**src/rtl/conv1d_cfu_driver.sv**
```systemverilog
`timescale 1ns/1ps
`default_nettype none
// ============================================================================
// conv1d_cfu_driver -- runs one conv1d job over the CFU command port:
// load inputs and kernel, set bias, start, wait, read results. Revision 1.0
// ============================================================================
module conv1d_cfu_driver #(
  parameter int IN_WORDS  = 4,
  parameter int KW_WORDS  = 2,
  parameter int OUT_WORDS = 2,
  parameter int TIMEOUT   = 64
) (
  input  logic        clk,
  input  logic        reset_n,
  input  logic        start,
  input  logic [31:0] bias,
  input  logic        src_valid,
  output logic        src_ready,
  input  logic [31:0] src_data,
  output logic        res_valid,
  input  logic        res_ready,
  output logic [31:0] res_data,
  output logic [6:0]  cmd,
  output logic [31:0] inp0,
  output logic [31:0] inp1,
  input  logic        output_buffer_valid,
  input  logic [31:0] ret,
  output logic        busy,
  output logic        done,
  output logic        timeout_err
);

  localparam int MAX_IK  = (IN_WORDS > KW_WORDS) ? IN_WORDS : KW_WORDS;
  localparam int MAX_IKO = (MAX_IK > OUT_WORDS) ? MAX_IK : OUT_WORDS;
  localparam int MAX_ALL = (MAX_IKO > TIMEOUT) ? MAX_IKO : TIMEOUT;
  localparam int CNT_W   = $clog2(MAX_ALL + 1);

  localparam logic [CNT_W-1:0] ONE      = CNT_W'(1);
  localparam logic [CNT_W-1:0] IN_LAST  = CNT_W'(IN_WORDS - 1);
  localparam logic [CNT_W-1:0] KW_LAST  = CNT_W'(KW_WORDS - 1);
  localparam logic [CNT_W-1:0] OUT_LAST = CNT_W'(OUT_WORDS - 1);
  localparam logic [CNT_W-1:0] TO_LAST  = CNT_W'(TIMEOUT - 1);

  localparam logic [6:0] CMD_NOP   = 7'd0;
  localparam logic [6:0] CMD_WR_IN = 7'd1;
  localparam logic [6:0] CMD_WR_KW = 7'd2;
  localparam logic [6:0] CMD_READ  = 7'd3;
  localparam logic [6:0] CMD_START = 7'd5;
  localparam logic [6:0] CMD_BIAS  = 7'd8;

  typedef enum logic [3:0] {
    IDLE, LOAD_IN, LOAD_KW, BIAS, START, WAIT, READ_REQ, READ_CAP, FIN
  } state_t;

  state_t           state;
  logic [CNT_W-1:0] idx;
  logic [CNT_W-1:0] tcnt;
  logic [31:0]      bias_q;
  logic             to_flag;

  always_ff @(posedge clk or negedge reset_n) begin
    if (!reset_n) begin
      state     <= IDLE;
      idx       <= '0;
      tcnt      <= '0;
      bias_q    <= '0;
      to_flag   <= 1'b0;
      res_valid <= 1'b0;
      res_data  <= '0;
    end else begin
      if (res_valid && res_ready) res_valid <= 1'b0;
      case (state)
        IDLE: begin
          if (start) begin
            bias_q  <= bias;
            idx     <= '0;
            to_flag <= 1'b0;
            state   <= LOAD_IN;
          end
        end
        LOAD_IN: begin
          if (src_valid) begin
            if (idx == IN_LAST) begin
              idx   <= '0;
              state <= LOAD_KW;
            end else begin
              idx <= idx + ONE;
            end
          end
        end
        LOAD_KW: begin
          if (src_valid) begin
            if (idx == KW_LAST) begin
              idx   <= '0;
              state <= BIAS;
            end else begin
              idx <= idx + ONE;
            end
          end
        end
        BIAS: state <= START;
        START: begin
          tcnt  <= '0;
          state <= WAIT;
        end
        WAIT: begin
          if (output_buffer_valid) begin
            idx   <= '0;
            state <= READ_REQ;
          end else begin
            tcnt <= tcnt + ONE;
            if (tcnt == TO_LAST) begin
              to_flag <= 1'b1;
              state   <= FIN;
            end
          end
        end
        // Only issue a read once the result register is free (or freeing now).
        READ_REQ: begin
          if (!res_valid || res_ready) state <= READ_CAP;
        end
        READ_CAP: begin
          res_data  <= ret;
          res_valid <= 1'b1;
          idx       <= idx + ONE;
          state     <= (idx < OUT_LAST) ? READ_REQ : FIN;
        end
        FIN: begin
          if (!res_valid) state <= IDLE;
        end
        default: state <= IDLE;
      endcase
    end
  end

  // Command port is decoded from the state register so CFU writes coincide with the src handshake.
  always_comb begin
    cmd       = CMD_NOP;
    inp0      = '0;
    inp1      = '0;
    src_ready = 1'b0;
    case (state)
      LOAD_IN: begin
        src_ready = 1'b1;
        if (src_valid) begin
          cmd  = CMD_WR_IN;
          inp0 = 32'(idx);
          inp1 = src_data;
        end
      end
      LOAD_KW: begin
        src_ready = 1'b1;
        if (src_valid) begin
          cmd  = CMD_WR_KW;
          inp0 = 32'(idx);
          inp1 = src_data;
        end
      end
      BIAS: begin
        cmd  = CMD_BIAS;
        inp0 = bias_q;
      end
      START: cmd = CMD_START;
      READ_REQ: begin
        if (!res_valid || res_ready) begin
          cmd  = CMD_READ;
          inp0 = 32'(idx);
        end
      end
      default: ;
    endcase
  end

  assign busy        = (state != IDLE);
  assign done        = (state == FIN) && !res_valid;
  assign timeout_err = done && to_flag;

endmodule
`default_nettype wire

```
**config.mk**
```make
export PLATFORM = sky130hd
export DESIGN_NAME = conv1d_cfu_driver
export DESIGN_NICKNAME = d
export VERILOG_FILES = /design/src/rtl/conv1d_cfu_driver.sv
export SDC_FILE = /design/constraint.sdc
export NUM_CORES = 1
export LEC_CHECK = 0
export CAP_MARGIN = 5
export CORE_ASPECT_RATIO = 1.2
export CORE_MARGIN = 1
export CORE_UTILIZATION = 30
export CTS_CLUSTER_SIZE = 28
export DETAILED_ROUTE_END_ITERATION = 8
export PLACE_DENSITY = 0.65
export SLEW_MARGIN = 20
export SYNTH_ARGS = -nofsm -noshare
export SYNTH_HDL_FRONTEND = slang
export SYNTH_SLANG_ARGS = --single-unit
export TNS_END_PERCENT = 20
```
**constraint.sdc**
```tcl
create_clock -name clk -period 1.8 [get_ports clk]
set_input_delay 0.27 -clock clk [delete_from_list [all_inputs] [get_ports clk]]
set_output_delay 0.27 -clock clk [all_outputs]
set_load 0.02 [all_outputs]
```
==> metrics.txt <==
storage element area 2110 µm²; critical path, cell by cell buf_6, buf_8, buf_4, buf_6, or3_4, o21ai_4, a211o_4, mux2_4; multi-input logic area 2090 µm²; CP max stage cell dfrtp_2; # fillers 1269; Die H ~130 µm; clock sinks 84; total power 12.8 mW; IO buf count 206; Startpoint Class flop; Core ar. between 10000 and 15000 µm²; Required @ worst endpoint between 2 and 2.5 ns; asr flop ratio synth between 90% and 100%; Pre-antenna DRT Iters 4; # DRC 0; Via Count 4054; Final WS setup -0.248 ns; unrepaired setup endpoints after global routing yes; cell mode on critical path buf_6; DR WL/cell 14.6 µm; diode count 0; Syn. warnings 0; Avg Cell Area, Syn between 9 and 10 µm²; Routability Congestion 0.842; clock root cell clkbuf_16; Die W 110 µm; DR iter-0 viols 142; Tmin final 2.05 ns; EDFF count, synth 0; Hold Fails Final Rpt 0; post-synthesis register bit count 84; Seq/Total Area, Yosys 49.7%; final wirelength 12700 µm; Post-Layout Cell Count 868; DP Area 6800 µm²; Synth area leader dfrtp_1; Tcrit/Tclk final 114%; CP startpoint state[1]$_DFFE_PN0P_; fin. max-slew vios 0; H-tree depth 3; CTS max path bufs 2; R2R Path Start state[1]$_DFFE_PN0P_; Power Density approximately 1800 nW/µm²; number of global-route vias before repair 4013; CP bufs+invs 4; Peak supply drop 1.18 mV; first-pass GRT wire length just under 20000 µm; CP peak stage delay 0.46 ns; row count 47; status finished, violations left; Post-DRT Antenna Nets 0; CP Class flop to flop; clock-pin slew on the worst setup and hold paths ~0.06 ns; largest net degree at the start of global routing 36; Final Setup Violations ~120; r2r setup slk -0.25 ns; fmax approximately 500 MHz; CTS buffer count 9; top-area cell type share of the netlist area 49.7%; area of the die 14600 µm²; Initial Utilization 30.7%; Unique masters post-synth between 40 and 50; failing checks setup timing; NumNets Final 797; Worst Skew 0.00384 ns; Crit path max-delay family buffers and inverters; global route total overflow 0; nature of the critical path endpoint flop; Main synth FF type dfrtp_1; Vias/cell 4.67; critical path fanouts, max 8; Ports 210; GRT Util Overall 17.3%; Area growth syn-to-layout 72.5%; CTS tree yes; Clk Latency, worst-skew pair 0.33 ns; Gate Count Post-Synth 432; layout cells sized above 1 32.6%; Placed Instances 835; initial antenna violation count 0; Hold Crit Class input port to asynchronous set/reset pin; worst path arrival time 2.26 ns; Leak Pwr 3.53 nW; Mapped Area 4230 µm²; final instance area roughly 7300 µm²; DP HPWL 9270 µm; Area contributors post-synth dfrtp_1, nand2_1, mux2_2, and3_1, and2_1; Max Cap Viol 0
cells by family (layout without fill, tap and decap cells):
group                      after synthesis  after routing  share of synthesized area, %
adders and majority gates                3              3                         0.888
buffers and inverters                   31            294                          4.41
muxes                                   37             37                          10.2
AOI/OAI and AO/OA                       35             35                          6.09
DFF                                     84             84                          49.7
and+or+nand+nor                        236            236                          27.6
other                                    1              3                        0.0887
xor gates and xnor gates                 5              5                          1.04
path summary, 6_finish.rpt:
path                                            endpoint  cells past startpoint
worst max-delay path                state[1]$_DFFE_PN0P_                      8
worst min-delay path            res_data[11]$_DFFE_PN0P_                      2
worst max register to register      state[1]$_DFFE_PN0P_                      8
worst min register to register  res_data[18]$_DFFE_PN0P_                      2
max in group asynchronous           state[0]$_DFFE_PN0P_                      3
min in group clk                res_data[31]$_DFFE_PN0P_                      3
cell type report:
class,instances,share of cell area [%]
clock inverters,5,0.823
inverters,3,0.154
flip-flops and latches,84,28.9
well taps,171,2.93
clock buffers,11,3.47
repair buffers,275,35.0
multi-input cells,319,28.7
synthesized netlist by cell type, drive strengths merged, types with 3 or more instances:
master / number
and3: 34
o21ai: 9
buf: 8
nor2: 17
xor2: 4
mux2: 37
nand3: 12
nand4: 4
a21oi: 6
nand2: 115
ha: 3
a32o: 3
clkbuf: 20
o211ai: 4
and2: 26
a22o: 7
nand2b: 7
nor3: 7
dfrtp: 84
power by group:
part	switching [mW]	leakage [nW]	internal, mW
sequential	0.497	1.03	2.74
combinational	3.70	2.35	3.94
clock	0.737	0.152	1.15
total	4.93	3.53	7.83
cell usage in the layout (no fill, tap or decap), types with 5 or more instances in the layout:
cell / netlist / final
a22o_1: 7 / 7
and2_1: 26 / 26
and3_1: 34 / 34
buf_12: 0 / 5
buf_2: 2 / 7
buf_4: 3 / 104
buf_6: 3 / 22
clkbuf_16: 0 / 9
clkdlybuf4s50_1: 0 / 133
dfrtp_1: 84 / 81
mux2_2: 33 / 33
nand2_1: 114 / 111
nand3_1: 12 / 12
nor2_1: 17 / 15
stage by stage:
step | TNS (ns) | hold WS, ns | worst slack, ns | utilization (%)
2_1_floorplan | -3.92 | -0.0256 | -0.152 | -
3_3_place_gp | -20.96 | 0.213 | -0.613 | 49.4
3_5_place_dp | -22.19 | 0.220 | -0.590 | 49.4
4_1_cts | -13.72 | 0.416 | -0.328 | 51.6
5_1_grt | -24.00 | 0.430 | -0.307 | 53.0
6_report | -11.90 | 0.398 | -0.248 | 53.0
layer usage:
layer  share of wire (%)  routed length [µm]  global-route usage [%]
met1                  39                4910                    20.5
met2                  54                6830                    31.1
met3                 5.3                 669                    2.62
met4                 2.2                 284                    6.29
met5                   0                   0                       0
repair_timing:
action / in CTS / in global routing
resized for setup: 360 / 50
pin swaps: 5 / 17
cloned: 1 / 0
hold buffers: 1 / 0
endpoints found under the setup margin: 117 / 121
buffers inserted: 7 / 8
endpoints found under the hold margin: 26 / 0
worst reg2reg max path, stage by stage (launching register included):
cell and delay, ns:
dfrtp_2 0.46, buf_6 0.14, buf_8 0.13, buf_4 0.13
buf_6 0.12, or3_4 0.39, o21ai_4 0.08, a211o_4 0.19
mux2_4 0.31
state kept, by name (all words and copies together), names as in the netlist:
register   flops
idx            7
tcnt           7
bias_q        32
res_data      32
res_valid      1
to_flag        1
state          4
Note: power is estimated with default switching activity, not from simulation.
